===== src/rtl/fib_pkg.sv =====
// rtl/fib_pkg.sv - shared state encoding and default sizes for the Fibonacci term blocks
package fib_pkg;

  localparam int FIB_WIDTH = 4;
  localparam int FIB_CNT_W = 5;

  typedef enum logic [1:0] {
    IDLE = 2'd0,
    EMIT = 2'd1,
    DONE = 2'd2
  } fib_state_t;

endpackage


===== src/rtl/fib_next_term.sv =====
// rtl/fib_next_term.sv - combinational next-term adder, WIDTH-bit sum plus carry out
module fib_next_term
  import fib_pkg::*;
#(
  parameter int WIDTH = FIB_WIDTH
) (
  input  logic [WIDTH-1:0] a,
  input  logic [WIDTH-1:0] b,
  output logic [WIDTH-1:0] sum,
  output logic             carry
);

  assign {carry, sum} = {1'b0, a} + {1'b0, b};

endmodule


===== src/rtl/fib_term_sequencer.sv =====
// rtl/fib_term_sequencer.sv - Fibonacci term generator with valid/ready output and term count
// FIB_OVF_STOP_EN: stop the sequence and raise ovf when a term no longer fits in WIDTH bits.
module fib_term_sequencer
  import fib_pkg::*;
#(
  parameter int WIDTH = FIB_WIDTH,
  parameter int CNT_W = FIB_CNT_W
) (
  input  logic             clk,
  input  logic             reset,
  input  logic             start,
  input  logic [CNT_W-1:0] n_terms,
  output logic [WIDTH-1:0] term_out,
  output logic             term_valid,
  input  logic             term_ready,
  output logic [CNT_W-1:0] term_idx,
  output logic             busy,
  output logic             done,
  output logic             ovf
);

  fib_state_t       state;
  fib_state_t       state_nxt;
  logic [WIDTH-1:0] b;
  logic [CNT_W-1:0] n_lat;
  logic [WIDTH-1:0] sum;
  logic             hs;
  logic             last;
  logic             ovf_hit;
  logic             load;
  logic             advance;
  logic             set_ovf;

`ifdef FIB_OVF_STOP_EN
  logic sum_c;
  logic b_c;

  fib_next_term #(.WIDTH(WIDTH)) u_next (
    .a     (term_out),
    .b     (b),
    .sum   (sum),
    .carry (sum_c)
  );

  // b_c is the carry of the term about to move into a; checking it at the
  // handshake keeps an overflowed term from ever being presented.
  assign ovf_hit = b_c;
`else
  fib_next_term #(.WIDTH(WIDTH)) u_next (
    .a     (term_out),
    .b     (b),
    .sum   (sum),
    .carry ()
  );

  assign ovf_hit = 1'b0;
`endif

  assign hs   = (state == EMIT) && term_ready;
  assign last = (term_idx == (n_lat - 1'b1));

  always_comb begin
    state_nxt = state;
    load      = 1'b0;
    advance   = 1'b0;
    set_ovf   = 1'b0;
    case (state)
      IDLE: begin
        if (start) begin
          load      = 1'b1;
          state_nxt = (n_terms == '0) ? DONE : EMIT;
        end
      end
      EMIT: begin
        if (hs) begin
          advance = 1'b1;
          if (last) begin
            state_nxt = DONE;
          end else if (ovf_hit) begin
            set_ovf   = 1'b1;
            state_nxt = DONE;
          end
        end
      end
      DONE: state_nxt = IDLE;
      default: state_nxt = IDLE;
    endcase
  end

  // Status outputs are flopped from the next state so none depends on term_ready combinationally.
  always_ff @(posedge clk or negedge reset) begin
    if (!reset) begin
      state      <= IDLE;
      term_valid <= 1'b0;
      busy       <= 1'b0;
      done       <= 1'b0;
    end else begin
      state      <= state_nxt;
      term_valid <= (state_nxt == EMIT);
      busy       <= (state_nxt != IDLE);
      done       <= (state_nxt == DONE);
    end
  end

  always_ff @(posedge clk or negedge reset) begin
    if (!reset) begin
      term_out <= '0;
      b        <= '0;
      term_idx <= '0;
      n_lat    <= '0;
    end else if (load) begin
      term_out <= '0;
      b        <= {{(WIDTH-1){1'b0}}, 1'b1};
      term_idx <= '0;
      n_lat    <= n_terms;
    end else if (advance) begin
      term_out <= b;
      b        <= sum;
      term_idx <= term_idx + 1'b1;
    end
  end

`ifdef FIB_OVF_STOP_EN
  always_ff @(posedge clk or negedge reset) begin
    if (!reset) begin
      b_c <= 1'b0;
      ovf <= 1'b0;
    end else begin
      if (load) begin
        b_c <= 1'b0;
      end else if (advance) begin
        b_c <= sum_c;
      end
      if (load) begin
        ovf <= 1'b0;
      end else if (set_ovf) begin
        ovf <= 1'b1;
      end
    end
  end
`else
  assign ovf = 1'b0;
`endif

endmodule


===== config.mk =====
export PLATFORM = sky130hd
export DESIGN_NAME = fib_term_sequencer
export DESIGN_NICKNAME = d
export VERILOG_FILES = /design/src/rtl/fib_pkg.sv /design/src/rtl/fib_next_term.sv /design/src/rtl/fib_term_sequencer.sv
export SDC_FILE = /design/constraint.sdc
export NUM_CORES = 1
export LEC_CHECK = 0
export CORE_UTILIZATION = 45
export CTS_CLUSTER_SIZE = 25
export DETAILED_ROUTE_END_ITERATION = 10
export PLACE_DENSITY = 0.8
export SYNTH_ARGS = -nofsm -noshare
export SYNTH_HDL_FRONTEND = slang
export SYNTH_SLANG_ARGS = --single-unit

===== constraint.sdc =====
create_clock -name clk -period 2.1 [get_ports clk]
set_input_delay 0.525 -clock clk [delete_from_list [all_inputs] [get_ports clk]]
set_output_delay 0.525 -clock clk [all_outputs]
set_load 0.01 [all_outputs]

Yosys cells after proc, flatten, opt, wreduce, memory -nomap -nowiden
Cells that the tools add are included.
- input bits: 9
- word-level logic and storage cells: 35
- register bits after elaboration: 23
- add/subtract/negate cells: 3
- reductions and logical operators: 5
- muxes and demuxes: 15
- equal/unequal tests: 4
- operators by type and width (kind ; number):
    2-to-1 mux 4 bit ; 4
    2-to-1 mux 5 bit ; 2
    2-to-1 mux 2 bit ; 4
    adder 5 x 1 -> 5 bit (second input constant) ; 1
    == test 5 bit ; 1
    zero test 5 bit ; 1
    subtractor 5 x 1 -> 5 bit (second input constant) ; 1
    adder 4 bit ; 1
    == test 2 x 1 -> 1 bit (second input constant) ; 2
    2-to-1 mux 1 bit ; 4
    case mux 2 bit (2 select lines) ; 1
    nonzero test 2 bit ; 2
    == test 2 bit (second input constant) ; 1
    zero test 2 bit ; 1
    logical AND 1 bit ; 1

Depth between registers and ports, before layout
- depth after elaboration: 6
- depth in mapped cells: 6
- gate-level depth less buffers: 6

By module
Synthesis repeated with hierarchy kept, for this count alone.
- cells, all modules: 114
- area total of the unflattened synthesis: 1218.7 um2
- by module, submodules not included (module ; area each (um2) ; cells an instance ; times used):
    fib_term_sequencer ; 1082.3 ; 98 ; 1
    fib_next_term ; 136.4 ; 16 ; 1

Worst setup path after synthesis
OpenSTA, ideal clock, no wires.
- kind: reg-to-reg
- start point: reg n_lat[0]
- end point: reg state[0]
- path buffers: 0
- slack: 0.457 ns
- clock period less this slack: 1.643 ns
- arrival: 1.512 ns
- required time: 1.969 ns
- cell stages (with the launch flop): 7
- path through: dfrtp_1 inv_1 ha_1 o21ba_1 a221o_1 a211oi_2 nor3_1
- word-level cells in the longest chain between the ends: 5
- RTL lines (element ; RTL line ; text):
    start: declaration ; fib_term_sequencer.sv:25 ; logic [CNT_W-1:0] n_lat;
    start signal: assignment ; fib_term_sequencer.sv:115 ; n_lat <= n_terms;
    subtractor 5 x 1 -> 5 bit ; fib_term_sequencer.sv:60 ; assign last = (term_idx == (n_lat - 1'b1));
    == test 5 bit ; fib_term_sequencer.sv:60 ;
    2-to-1 mux 2 bit ; fib_term_sequencer.sv:77 ; if (last) begin
    2-to-1 mux 2 bit ; fib_term_sequencer.sv:75 ; if (hs) begin
    case mux 2 bit (2 select lines) ; fib_term_sequencer.sv:67 ; case (state)
    named net state_nxt[0] ; fib_term_sequencer.sv:23 ; fib_state_t state_nxt;
    end signal: assignment ; fib_term_sequencer.sv:98 ; state <= state_nxt;
    end: declaration ; fib_term_sequencer.sv:22 ; fib_state_t state;
The timed path passes the listed nets, and every way through them passes these cells.
A chain may end at the register's enable or synchronous reset.

Final worst setup path
- start point: reg term_idx[2]
- end point: out term_idx[2]
- RTL lines (element ; RTL line ; text):
    start: declaration ; fib_term_sequencer.sv:16 ; output logic [CNT_W-1:0] term_idx,
    start signal: assignment ; fib_term_sequencer.sv:119 ; term_idx <= term_idx + 1'b1;
No word-level cell between the ends.

==> metrics.md <==
| Metric | Value |
|---|---|
| Vias in the first global route | 769 |
| Clock power share | 10.0% |
| Die Ht | 52.7 µm |
| Final worst-path cycle share | 93.6% |
| Slack of the worst reg-to-reg path | 0.25 ns |
| Via density | 5.62 |
| Reg2reg path depth | 6 |
| Reg power frac | 40.3% |
| RSZ-0062 raised after global routing | no |
| Post-route ant nets | 0 |
| Post-CTS Setup Repair Bufs | 0 |
| Die area | 2780 µm² |
| Synth-to-Final Area Change | 23.1% |
| Syn Inst Count | 103 |
| Avg Cell Area, Syn | 11.2 µm² |
| Slew Viols, Final | 0 |
| First-pass GRT wire length | 3.50 mm |
| Max-Cap Viols | 0 |
| I/O pins | 22 |
| Setup slack at placement | 0.155 ns |
| Tmin final | 1.96 ns |
| All-layer global routing usage | 17.5% |
| Crit-path leading delay family | buffers and inverters |
| CP Class | flip-flop to output pin |
| P_sw | 0.860 mW |
| Startpoint Class | flip-flop |
| Crit path from | term_idx[2] |
| Layout cells sized above 1 | 11.9% |
| CTS H-Tree Depth | 1 |
| Clock sink count | 23 |
| Outcome | finished, final reports clean |
| Reg2reg start | n_lat[0] |
| Initial Util | 47.1% |
| Hold Path Class | input port to async pin |
| Vias | 876 |
| Layout Skew | 0.0116 ns |
| First drt pass iteration count | 4 |
| Post-CTS resize count | 0 |
| Most common cell after layout, fill and taps aside | dfrtp_1 |
| Initial antenna violation count | 0 |
| GRT overflow | 0 |
| WP data required | 1.57 ns |
| R2R Path End | done |
| Power Density | 1550 nW/µm² |
| Core Area | 2450 µm² |
| Sequential area share after synthesis | 49.8% |
| Post-DP HPWL | 1.58 mm |
| Largest net degree at the start of global routing | 24 |
| Yosys cell types | 31 |
| Buffers plus inverters on the worst setup path | 1 |
| Crit-path max cell delay | 0.60 ns |
| Chip width | 52.7 µm |
| Yosys warns | 0 |
| Reg clk slew, reported paths | 0.14 ns |
| Detailed-route DRC error count | 0 |
| I/O Buffers | 20 |
| Final setup vio count | 0 |
| Site row count | 18 |
| Worst VDD drop | 0.000862 V |
| Critical Path End Type | output pin |
| Worst skew pair latency | 0.32 ns |
| Ant diodes | 0 |
| CP max FO | 8 |
| Cts hold-fix bufs | 0 |
| Final worst-path setup slack | 0.135 ns |
| WL final | 2.12 mm |
| Setup TNS | 0 ns |
| Post-Syn Nets | 118 |
| CTS Buf Count | 3 |
| Logic pwr share | 49.7% |
| Fin. Hold Viols | 0 |
| CTS Buffer Depth | 2 |
| Worst EP arrival | 1.44 ns |
| P_int | 1.35 mW |
| Switching share of power | 39.0% |
| Most frequent cells in the layout | 23 x dfrtp_1, 20 x clkdlybuf4s50_1, 8 x nand2_1, 8 x nor2_1, 7 x xor2_1 |
| #FFs+latches synth | 23 |
| CP cell instances | clkdlybuf4s50_1 |
| Leakage dissipation | 0.609 nW |
| Final #Nets | 142 |
| Syn Std Cell Area | 1160 µm² |
| Maximum clock frequency | 509 MHz |
| CTS tree | built |
| Drt initial violations | 16 |
| Layout fillers | 206 |
| WL per Instance | 13.6 µm |
| Root Buffer | clkbuf_4 |
| Placer Congestion | 0.730 |
| Max stage delay cell, worst path | clkdlybuf4s50_1 |
metal layers:
metal / share of wire, % / vias up / global-route usage [%]
met5: 0 / - / 0
met4: 1.5 / 0 / 7.89
met3: 3.0 / 4 / 2.61
met2: 47 / 19 / 28.1
met1: 48 / 443 / 23.1
li1: - / 410 / -
kinds of logic (layout without fill, tap and decap cells):
family | Yosys count | after routing | share of synthesized area, %
flip-flops | 23 | 23 | 49.8
AND/OR/NAND/NOR | 32 | 32 | 14.3
buffers and inverters | 7 | 30 | 3.36
adder cells (fa/ha/maj) | 6 | 6 | 7.14
multiplexers | 4 | 4 | 3.90
XOR/XNOR | 11 | 11 | 8.33
other | 1 | 1 | 0.324
AO/OA/AOI/OAI | 19 | 19 | 12.9
stage by stage:
step | total power, mW | utilization [%] | cell area [µm²] | instances | hold WS (ns)
after floorplan | 1.61 | - | 1160 | 103 | 0.229
after global placement | 1.95 | 56.7 | 1390 | 152 | 0.498
after detailed placement | 2.00 | 56.7 | 1390 | 152 | 0.512
after CTS | 2.22 | 58.0 | 1420 | 156 | 0.540
after global routing | 2.38 | 58.0 | 1420 | 156 | 0.552
final | 2.21 | 58.0 | 1420 | 156 | 0.537
synth_stat cells:
cell,number,area share (%)
ha_1,5,5.4
nand4_1,2,1.1
a31o_1,2,1.5
dfrtp_1,23,50
a21oi_1,2,0.87
a221o_1,1,0.87
a211oi_2,1,1.1
nand3_1,3,1.3
nand3b_1,2,1.3
nor4bb_1,1,0.87
nor2_2,1,0.54
buf_4,1,0.65
nor3b_2,1,1.1
o21ba_1,1,0.87
a22o_1,6,4.5
and3b_1,1,0.76
o311ai_0,1,0.76
nor2_1,8,2.6
xnor2_1,4,3.0
nor3_1,5,2.2
conb_1,1,0.32
buf_2,1,0.43
inv_1,2,0.65
clkbuf_1,2,0.65
xor2_1,7,5.3
nand2_1,8,2.6
fa_1,1,1.7
mux2_2,4,3.9
buf_6,1,0.97
o21ai_0,4,1.7
a21o_1,1,0.65
layout make-up:
type                    instances  area [µm²]  area share [%]
multi-input cells              73         542            38.1
clock inverters                 1        7.51           0.528
clock buffers                   3        22.5            1.58
well taps                      30        37.5            2.64
flip-flops and latches         23         576            40.5
inverters                       2        7.51           0.528
repair buffers                 24         230            16.2
power by group through the flow:
stage                     logic [mW]  registers [mW]  clock network, mW
after detailed placement        1.11           0.895                  0
after CTS                       1.11           0.886              0.227
final                           1.10           0.888              0.221
after global placement          1.07           0.876                  0
after global routing            1.22           0.926              0.239
after floorplan                0.726           0.882                  0
how the worst max path moves through the flow:
stage | to | slack [ns] | cells after the start
after floorplan | state[0] | 0.46 | 6
after global placement | b[3] | 0.22 | 6
after detailed placement | b[3] | 0.16 | 6
after CTS | term_idx[2] | 0.13 | 1
after global routing | term_idx[2] | 0.07 | 1
final | term_idx[2] | 0.14 | 1
registers in the layout, indices dropped and copies added (netlist names):
| register | count |
|---|---|
| n_lat | 5 |
| term_idx | 5 |
| b | 4 |
| term_out | 4 |
| state | 2 |
| busy | 1 |
| done | 1 |
| term_valid | 1 |
Power figures use the tool's default switching activity.
